$ cat config.mk
export PLATFORM = sky130hd
export DESIGN_NAME = pipe_skid_stage
export DESIGN_NICKNAME = d
export VERILOG_FILES = /design/src/rtl/pipe_skid_stage.sv
export SDC_FILE = /design/constraint.sdc
export NUM_CORES = 1
export LEC_CHECK = 0
export CAP_MARGIN = 10
export CORE_UTILIZATION = 50
export DETAILED_ROUTE_END_ITERATION = 8
export GPL_TIMING_DRIVEN = 0
export PLACE_DENSITY = 0.8
export SETUP_SLACK_MARGIN = 0.05
export SLEW_MARGIN = 10
export SYNTH_ARGS = -nofsm -noshare
export SYNTH_HDL_FRONTEND = slang
export SYNTH_SLANG_ARGS = --single-unit
$ cat constraint.sdc
create_clock -name clk -period 4.9 [get_ports clk]
set_input_delay 0.735 -clock clk [delete_from_list [all_inputs] [get_ports clk]]
set_output_delay 0.735 -clock clk [all_outputs]
set_load 0.02 [all_outputs]
$ cat src/rtl/pipe_skid_stage.sv
// Parametrised pipeline stage register with a valid/ready handshake and a 2-entry skid buffer.
// All outputs are registered; in_ready depends only on occupancy, never on out_ready.
module pipe_skid_stage #(
  parameter int unsigned        DATA_W   = 48,
  parameter int unsigned        CTRL_W   = 8,
  parameter logic [CTRL_W-1:0]  CTRL_RST = '0
) (
  input  logic              clk,
  input  logic              rst,
  input  logic              in_valid,
  output logic              in_ready,
  input  logic [DATA_W-1:0] in_data,
  input  logic [CTRL_W-1:0] in_ctrl,
  input  logic              flush,
  output logic              out_valid,
  input  logic              out_ready,
  output logic [DATA_W-1:0] out_data,
  output logic [CTRL_W-1:0] out_ctrl,
  output logic [1:0]        count
);

  typedef enum logic [1:0] {
    ST_EMPTY = 2'd0,
    ST_ONE   = 2'd1,
    ST_FULL  = 2'd2
  } state_t;

  state_t            state;
  state_t            state_n;
  logic              in_fire;
  logic              out_fire;
  logic [DATA_W-1:0] out_data_n;
  logic [CTRL_W-1:0] out_ctrl_n;
  logic [DATA_W-1:0] skid_data;
  logic [DATA_W-1:0] skid_data_n;
  logic [CTRL_W-1:0] skid_ctrl;
  logic [CTRL_W-1:0] skid_ctrl_n;
  logic [1:0]        count_n;

  assign in_fire  = in_valid & in_ready;
  assign out_fire = out_valid & out_ready;

  // State register
  always_ff @(posedge clk or posedge rst) begin
    if (rst) begin
      state <= ST_EMPTY;
    end else begin
      state <= state_n;
    end
  end

  // Next state and next contents of the main (output) and skid entries
  always_comb begin
    state_n     = state;
    out_data_n  = out_data;
    out_ctrl_n  = out_ctrl;
    skid_data_n = skid_data;
    skid_ctrl_n = skid_ctrl;

    case (state)
      ST_EMPTY: begin
        if (in_fire) begin
          out_data_n = in_data;
          out_ctrl_n = in_ctrl;
          state_n    = ST_ONE;
        end
      end
      ST_ONE: begin
        if (in_fire && out_fire) begin
          out_data_n = in_data;
          out_ctrl_n = in_ctrl;
        end else if (in_fire) begin
          skid_data_n = in_data;
          skid_ctrl_n = in_ctrl;
          state_n     = ST_FULL;
        end else if (out_fire) begin
          out_ctrl_n = CTRL_RST;
          state_n    = ST_EMPTY;
        end
      end
      ST_FULL: begin
        if (out_fire) begin
          out_data_n = skid_data;
          out_ctrl_n = skid_ctrl;
          state_n    = ST_ONE;
        end
      end
      default: begin
        out_ctrl_n = CTRL_RST;
        state_n    = ST_EMPTY;
      end
    endcase

    // Flush wins over any same-cycle transfer; out_data keeps its last value as a bubble.
    if (flush) begin
      state_n     = ST_EMPTY;
      out_data_n  = out_data;
      out_ctrl_n  = CTRL_RST;
      skid_data_n = skid_data;
      skid_ctrl_n = skid_ctrl;
    end
  end

  always_comb begin
    count_n = 2'd0;
    case (state_n)
      ST_ONE:  count_n = 2'd1;
      ST_FULL: count_n = 2'd2;
      default: count_n = 2'd0;
    endcase
  end

  // Registered outputs and skid storage
  always_ff @(posedge clk or posedge rst) begin
    if (rst) begin
      in_ready  <= 1'b1;
      out_valid <= 1'b0;
      count     <= 2'd0;
      out_data  <= '0;
      out_ctrl  <= CTRL_RST;
      skid_data <= '0;
      skid_ctrl <= '0;
    end else begin
      in_ready  <= (state_n != ST_FULL);
      out_valid <= (state_n != ST_EMPTY);
      count     <= count_n;
      out_data  <= out_data_n;
      out_ctrl  <= out_ctrl_n;
      skid_data <= skid_data_n;
      skid_ctrl <= skid_ctrl_n;
    end
  end

endmodule

==> flow_metrics.py, run 1 <==
metrics = {
    "power": {
        "leakage_nw": 3.25,
        "power_density_nw_per_um2": 533,
        "power.total_mw": 3.81,
        "ir_worst_vdd_v": 0.000290,
    },
    "run": {
        "max_cap_violations": 0,
    },
    "floorplanning": {
        "initial_utilization_pct": 51.9,
        "io_pins": 121,
        "num_rows": 36,
        "die_h_um": 103,
        "coreArea_sq_um": 9860,
        "die_area_sq_um": 10700,
        "die_w_um": 103,
    },
    "routing": {
        "drc": 0,
        "wl_per_cell_um": 16.3,
        "drt_iter0_drc": 59,
        "first_pass_iters": 4,
        "antenna_left": 0,
        "vias": 3738,
        "viasPerCell": 5.18,
        "wl_um": 11700,
    },
    "global_route": {
        "grt_pass1_vias": 3876,
        "grt.busiest_layer": "met2",
        "grt_pass1_wl_um": 18400,
        "grt_start_max_net_pins": 74,
        "antenna_found_initial": 1,
        "use_met3_pct": 8.40,
        "use_met1_pct": 26.6,
        "grt_overflow": 0,
        "grt_usage_pct": 23.3,
        "use_met2_pct": 40.1,
    },
    "worst_setup_path": {
        "critical_path_class": "reg -> out",
        "cp_num_buf_inv": 1,
        "crit_chain": "clkdlybuf4s50_1",
        "crit-reg2reg-launch": "state[1]$_DFF_PP0_",
        "cp.required_ns": 4.16,
        "arrival_ns": 1.71,
        "startpoint_type": "register",
        "ff2ff_path_depth": 7,
        "crit_family": "buffers and inverters",
        "cp_max_fo": 5,
        "cpPeakStageDelay_ns": 0.62,
        "r2r_setup_slack_ns": 2.73,
        "crit_slowest_cell": "clkdlybuf4s50_1",
        "end_kind": "primary output",
        "r2r_end": "out_data[17]$_DFFE_PP0P_",
    },
    "layout": {
        "fin_nets": 636,
        "area.sequential_sq_um": 2950,
        "final_cells": 721,
        "drive_gt1_share_pct": 26.0,
        "antenna_cells": 0,
        "area_delta_synth_final_pct": 39.7,
        "fillers": 681,
        "multi_input_area_sq_um": 2010,
    },
    "synthesis": {
        "synth_cell_types": 28,
        "avgSynthCellArea_sq_um": 11.7,
        "ys_seq_elements": 118,
        "synth_top_area_share_pct": 57.2,
        "yosys-top-cells-area": "dfrtp_1 57%, mux2_2 23%, nand2_1 11%",
        "syn_inst": 436,
        "seq_area_frac_synth_pct": 57.7,
        "yosysTopAreaCell": "dfrtp_1",
        "synth_area_sq_um": 5120,
        "synth.net_count": 497,
        "ys_warn_count": 0,
    },
    "cts": {
        "cts_tree": "built",
        "clk_pin_slew_ns": 0.06,
        "ctsResizeCount": 0,
        "cts_hold_buf": 0,
        "cts_root_buf": "clkbuf_8",
        "cts_buffers": 17,
        "cts.sinks": 118,
        "h-tree-depth": 4,
        "cts_max_path_buffers": 2,
        "post_cts_buffers": 0,
        "clk_latency_ns": 0.52,
    },
    "placed_design": {
        "portBuffers": 119,
        "dp_hpwl_um": 7990,
        "place_congestion": 0.787,
        "placed_cells": 689,
    },
    "timing": {
        "worst_pin_slew_ns": 0.717,
        "finalClockSkew_ns": 0.00668,
        "finalCriticalPeriod_ns": 2.45,
        "tns_ns": 0,
        "timing.fmax_mhz": 409,
        "final_max_slew_viol_count": 0,
        "max_slew_margin_pct": 52.2,
        "hold_violations": 0,
        "rsz0062_at_grt": "no",
        "min_period_over_period_pct": 49.9,
        "finalSetupViolCount": 0,
    },
    "outcome": {
        "status": "finished, final reports clean",
    },
    "hold_path": {
        "hold_class": "reg -> reg",
        "holdCritStartpoint": "out_ctrl[6]$_DFFE_PP0P_",
        "whs_path_depth": 1,
        "hold_end": "out_ctrl[6]$_DFFE_PP0P_",
    },
}
registers in the layout, summed over array words and instances, names as in the netlist:
| signal | flops |
|---|---|
| skid_ctrl | 8 |
| in_ready | 1 |
| out_valid | 1 |
| state | 2 |
| skid_data | 48 |
| count | 2 |
| out_data | 48 |
| out_ctrl | 8 |
cells in the final DEF (no fill, tap or decap), types with 2 or more instances in the layout:
cell and instances:
buf_2 5, clkbuf_16 16, nor3_1 2, bufinv_16 4
clkinvlp_4 5, clkdlybuf4s50_1 119, nand2_1 149, a22oi_1 8
clkbuf_8 5, a21oi_1 5, a21o_1 4, buf_1 2
dfrtp_1 117, buf_6 7, o2bb2ai_1 8, mux2_2 103
clkbuf_1 9
per-stage QoR:
stage,hold slack (ns),cell area [sq um],setup slack (ns),utilization (%)
floorplan,0.479,5120,1.04,-
global placement,0.471,6480,-0.573,65.7
detailed placement,0.473,6510,2.09,66.0
CTS,0.499,7150,2.43,72.5
global route,0.508,7150,2.43,72.5
finish,0.491,7150,2.45,72.5
where the power goes:
part	total [mW]	internal, mW	switching (mW)
Clock	1.31	0.879	0.430
Sequential	1.49	1.31	0.179
Combinational	1.01	0.568	0.443
cells in the mapped netlist:
cell / n
a21o_1: 4
a21oi_1: 5
a22oi_1: 8
a31oi_1: 1
a32oi_1: 1
and2_1: 1
and2b_1: 1
buf_1: 2
buf_2: 5
buf_4: 1
buf_6: 7
clkbuf_1: 9
dfrtp_1: 117
dfstp_2: 1
inv_1: 2
mux2_1: 1
mux2_2: 103
nand2_1: 149
nand2b_1: 1
nand3_1: 1
nand4_1: 1
nor2_1: 1
nor2b_1: 1
nor3_1: 2
o21ai_0: 1
o2bb2ai_1: 8
or2_2: 1
or4b_4: 1
worst max-delay path by stage:
| stage | cells after the start | slack [ns] | endpoint | start |
|---|---|---|---|---|
| after floorplan | 1 | 1.04 | count[0]$_DFF_PP0_ | rst |
| after global placement | 2 | -0.57 | out_ctrl[2]$_DFFE_PP0P_ | rst |
| after detailed placement | 7 | 2.09 | out_data[17]$_DFFE_PP0P_ | out_ready |
| after CTS | 1 | 2.43 | in_ready | in_ready$_DFF_PP1_ |
| after global routing | 1 | 2.43 | in_ready | in_ready$_DFF_PP1_ |
| final | 1 | 2.45 | in_ready | in_ready$_DFF_PP1_ |
per-layer routing:
metal	share of wire (%)	routed length, um
met5	0.15	17
met4	1.3	147
met3	6.2	731
met2	50	5820
met1	43	5010
cells by family (layout without fill, tap and decap cells):
group	count (synthesis)	count (layout)	synth area share, %
AO/OA/AOI/OAI	28	28	4.01
multiplexers	104	104	22.9
flip-flops	118	118	57.7
AND/OR/NAND/NOR	160	160	12.3
buffers and inverters	26	178	3.13
cell type report:
| type | instances | share of cell area [%] |
|---|---|---|
| inverters | 2 | 0.175 |
| well taps | 133 | 2.33 |
| clock inverters | 11 | 2.40 |
| flip-flops and latches | 118 | 41.3 |
| multi-input cells | 292 | 28.1 |
| clock buffers | 21 | 6.56 |
| repair buffers | 120 | 17.0 |
| plain buffers | 24 | 2.13 |
Power figures use the tool's default switching activity.
==> inputs of run 2 (changes only) <==
==> constraint.sdc (replaced) <==
create_clock -name clk -period 2.4 [get_ports clk]
set_input_delay 0.36 -clock clk [delete_from_list [all_inputs] [get_ports clk]]
set_output_delay 0.36 -clock clk [all_outputs]
set_load 0.02 [all_outputs]
==> run 2 against run 1 <==
Against the previous run:
- design area down 0.47%
- final cell count unchanged
- power up 99%
- critical path depth up 6
- setup slack worse by 2.3 ns
- first-iteration DRC count up 95%
- critical endpoint is now out_data[36]$_DFFE_PP0P_
- largest power group unchanged
- highest routed layer is now met4
==> flow_metrics.py, run 2 (synthesized netlist as in run 1, its figures left out) <==
metrics = {
    "cts": {
        "ctsResizeCount": 0,
        "cts_buffers": 17,
        "clk_pin_slew_ns": 0.06,
        "cts.sinks": 118,
        "cts_hold_buf": 0,
        "post_cts_buffers": 0,
        "clk_latency_ns": 0.51,
        "cts_root_buf": "clkbuf_8",
        "h-tree-depth": 4,
        "cts_tree": "built",
        "cts_max_path_buffers": 2,
    },
    "power": {
        "leakage_nw": 3.24,
        "power.total_mw": 7.57,
        "power_density_nw_per_um2": 1060,
        "ir_worst_vdd_v": 0.000798,
    },
    "timing": {
        "rsz0062_at_grt": "no",
        "finalCriticalPeriod_ns": 2.21,
        "timing.fmax_mhz": 453,
        "max_slew_margin_pct": 51.8,
        "final_max_slew_viol_count": 0,
        "finalClockSkew_ns": 0.00499,
        "finalSetupViolCount": 0,
        "fin_ws_ns": 0.192,
        "min_period_over_period_pct": 92.0,
        "worst_pin_slew_ns": 0.723,
        "hold_violations": 0,
    },
    "floorplanning": {
        "die_area_sq_um": 10700,
        "coreArea_sq_um": 9860,
        "io_pins": 121,
        "die_w_um": 103,
        "initial_utilization_pct": 51.9,
        "num_rows": 36,
        "die_h_um": 103,
    },
    "worst_setup_path": {
        "r2r_end": "out_data[36]$_DFFE_PP0P_",
        "cp.required_ns": 2.79,
        "ff2ff_path_depth": 7,
        "cp_max_fo": 10,
        "r2r_setup_slack_ns": 0.19,
        "arrival_ns": 2.60,
        "crit-reg2reg-launch": "state[1]$_DFF_PP0_",
        "end_kind": "register",
        "startpoint_type": "register",
        "critical_path_class": "reg -> reg",
    },
    "global_route": {
        "grt_pass1_vias": 3778,
        "antenna_found_initial": 0,
        "grt_start_max_net_pins": 39,
        "grt_pass1_wl_um": 18400,
        "grt_overflow": 0,
        "grt_usage_pct": 23.2,
    },
    "routing": {
        "wl_per_cell_um": 16.1,
        "vias": 3773,
        "antenna_left": 0,
        "first_pass_iters": 4,
        "drc": 0,
        "wl_um": 11600,
        "drt_iter0_drc": 115,
        "viasPerCell": 5.23,
    },
    "layout": {
        "drive_gt1_share_pct": 25.9,
        "multi_input_area_sq_um": 2010,
        "area_delta_synth_final_pct": 39.0,
        "layout_common_cells": "149 x nand2_1, 119 x clkdlybuf4s50_1, 117 x dfrtp_1",
        "antenna_cells": 0,
        "fillers": 664,
        "reg_top3": "out_data x48, skid_data x48",
        "area.sequential_sq_um": 2950,
        "final_common_cell": "nand2_1",
        "fin_nets": 638,
    },
    "placed_design": {
        "pre_cts_ws_ns": -0.0478,
        "dp_hpwl_um": 8020,
        "portBuffers": 119,
        "place_congestion": 0.797,
    },
    "hold_path": {
        "hold_class": "in -> async",
    },
    "outcome": {
        "status": "finished, final reports clean",
    },
    "run": {
        "max_cap_violations": 0,
    },
}
## run 2: cell types whose count changed in the layout (fill, tap and decap cells not counted), sizes merged
cell / change
clkinv: +3
buf: +2
clkinvlp: -2
bufinv: -1
clkbuf: -1
inv: -1
## run 2: worst max-delay path by stage
stage                             from  cells past startpoint  slack (ns)                  endpoint
floorplan           in_ready$_DFF_PP1_                      6        0.49  out_data[35]$_DFFE_PP0P_
global placement                   rst                      2       -0.47        state[1]$_DFF_PP0_
detailed placement           out_ready                      7       -0.05  out_data[23]$_DFFE_PP0P_
CTS                 state[1]$_DFF_PP0_                      7        0.19  out_data[18]$_DFFE_PP0P_
global route        state[1]$_DFF_PP0_                      7        0.08  out_data[22]$_DFFE_PP0P_
finish              state[1]$_DFF_PP0_                      7        0.19  out_data[36]$_DFFE_PP0P_
## run 2: cell type report
cell class	count	share of cell area, %
buffer	24	2.14
clock buffer	20	6.26
clock inverter	10	1.83
inverter	2	0.158
multi-input combinational	292	28.2
sequential	118	41.5
tap	133	2.34
timing repair buffer	122	17.6
## run 2: routing by layer
| metal | wire [um] | track usage, % | part of all wire [%] |
|---|---|---|---|
| met1 | 5220 | 29.3 | 45 |
| met4 | 153 | 8.99 | 1.3 |
| met3 | 626 | 6.45 | 5.4 |
| met5 | 0 | 0 | 0 |
| met2 | 5640 | 38.2 | 48 |
## run 2: worst max-delay path, cell delays in order (launching register included)
cell and delay [ns]:
dfrtp_1 0.45, nor2b_1 0.16, buf_2 0.16, a32oi_1 0.31
a21o_1 0.25, buf_4 0.23, buf_6 0.18, mux2_2 0.35
## run 2: per-stage QoR
| stage | instance area [sq um] | utilization (%) | instances | setup TNS, ns | hold slack [ns] |
|---|---|---|---|---|---|
| floorplan | 5120 | - | 436 | 0 | 0.479 |
| global placement | 6480 | 65.7 | 688 | -54.94 | 0.473 |
| detailed placement | 6540 | 66.3 | 691 | -0.635 | 0.476 |
| CTS | 7120 | 72.2 | 721 | 0 | 0.202 |
| global route | 7120 | 72.2 | 721 | 0 | 0.217 |
| finish | 7120 | 72.2 | 721 | 0 | 0.208 |
## run 2: power by group
group | switching [mW] | total, mW | internal (mW)
Combinational | 0.901 | 2.07 | 1.16
Sequential | 0.366 | 3.05 | 2.68
Clock | 0.845 | 2.46 | 1.61
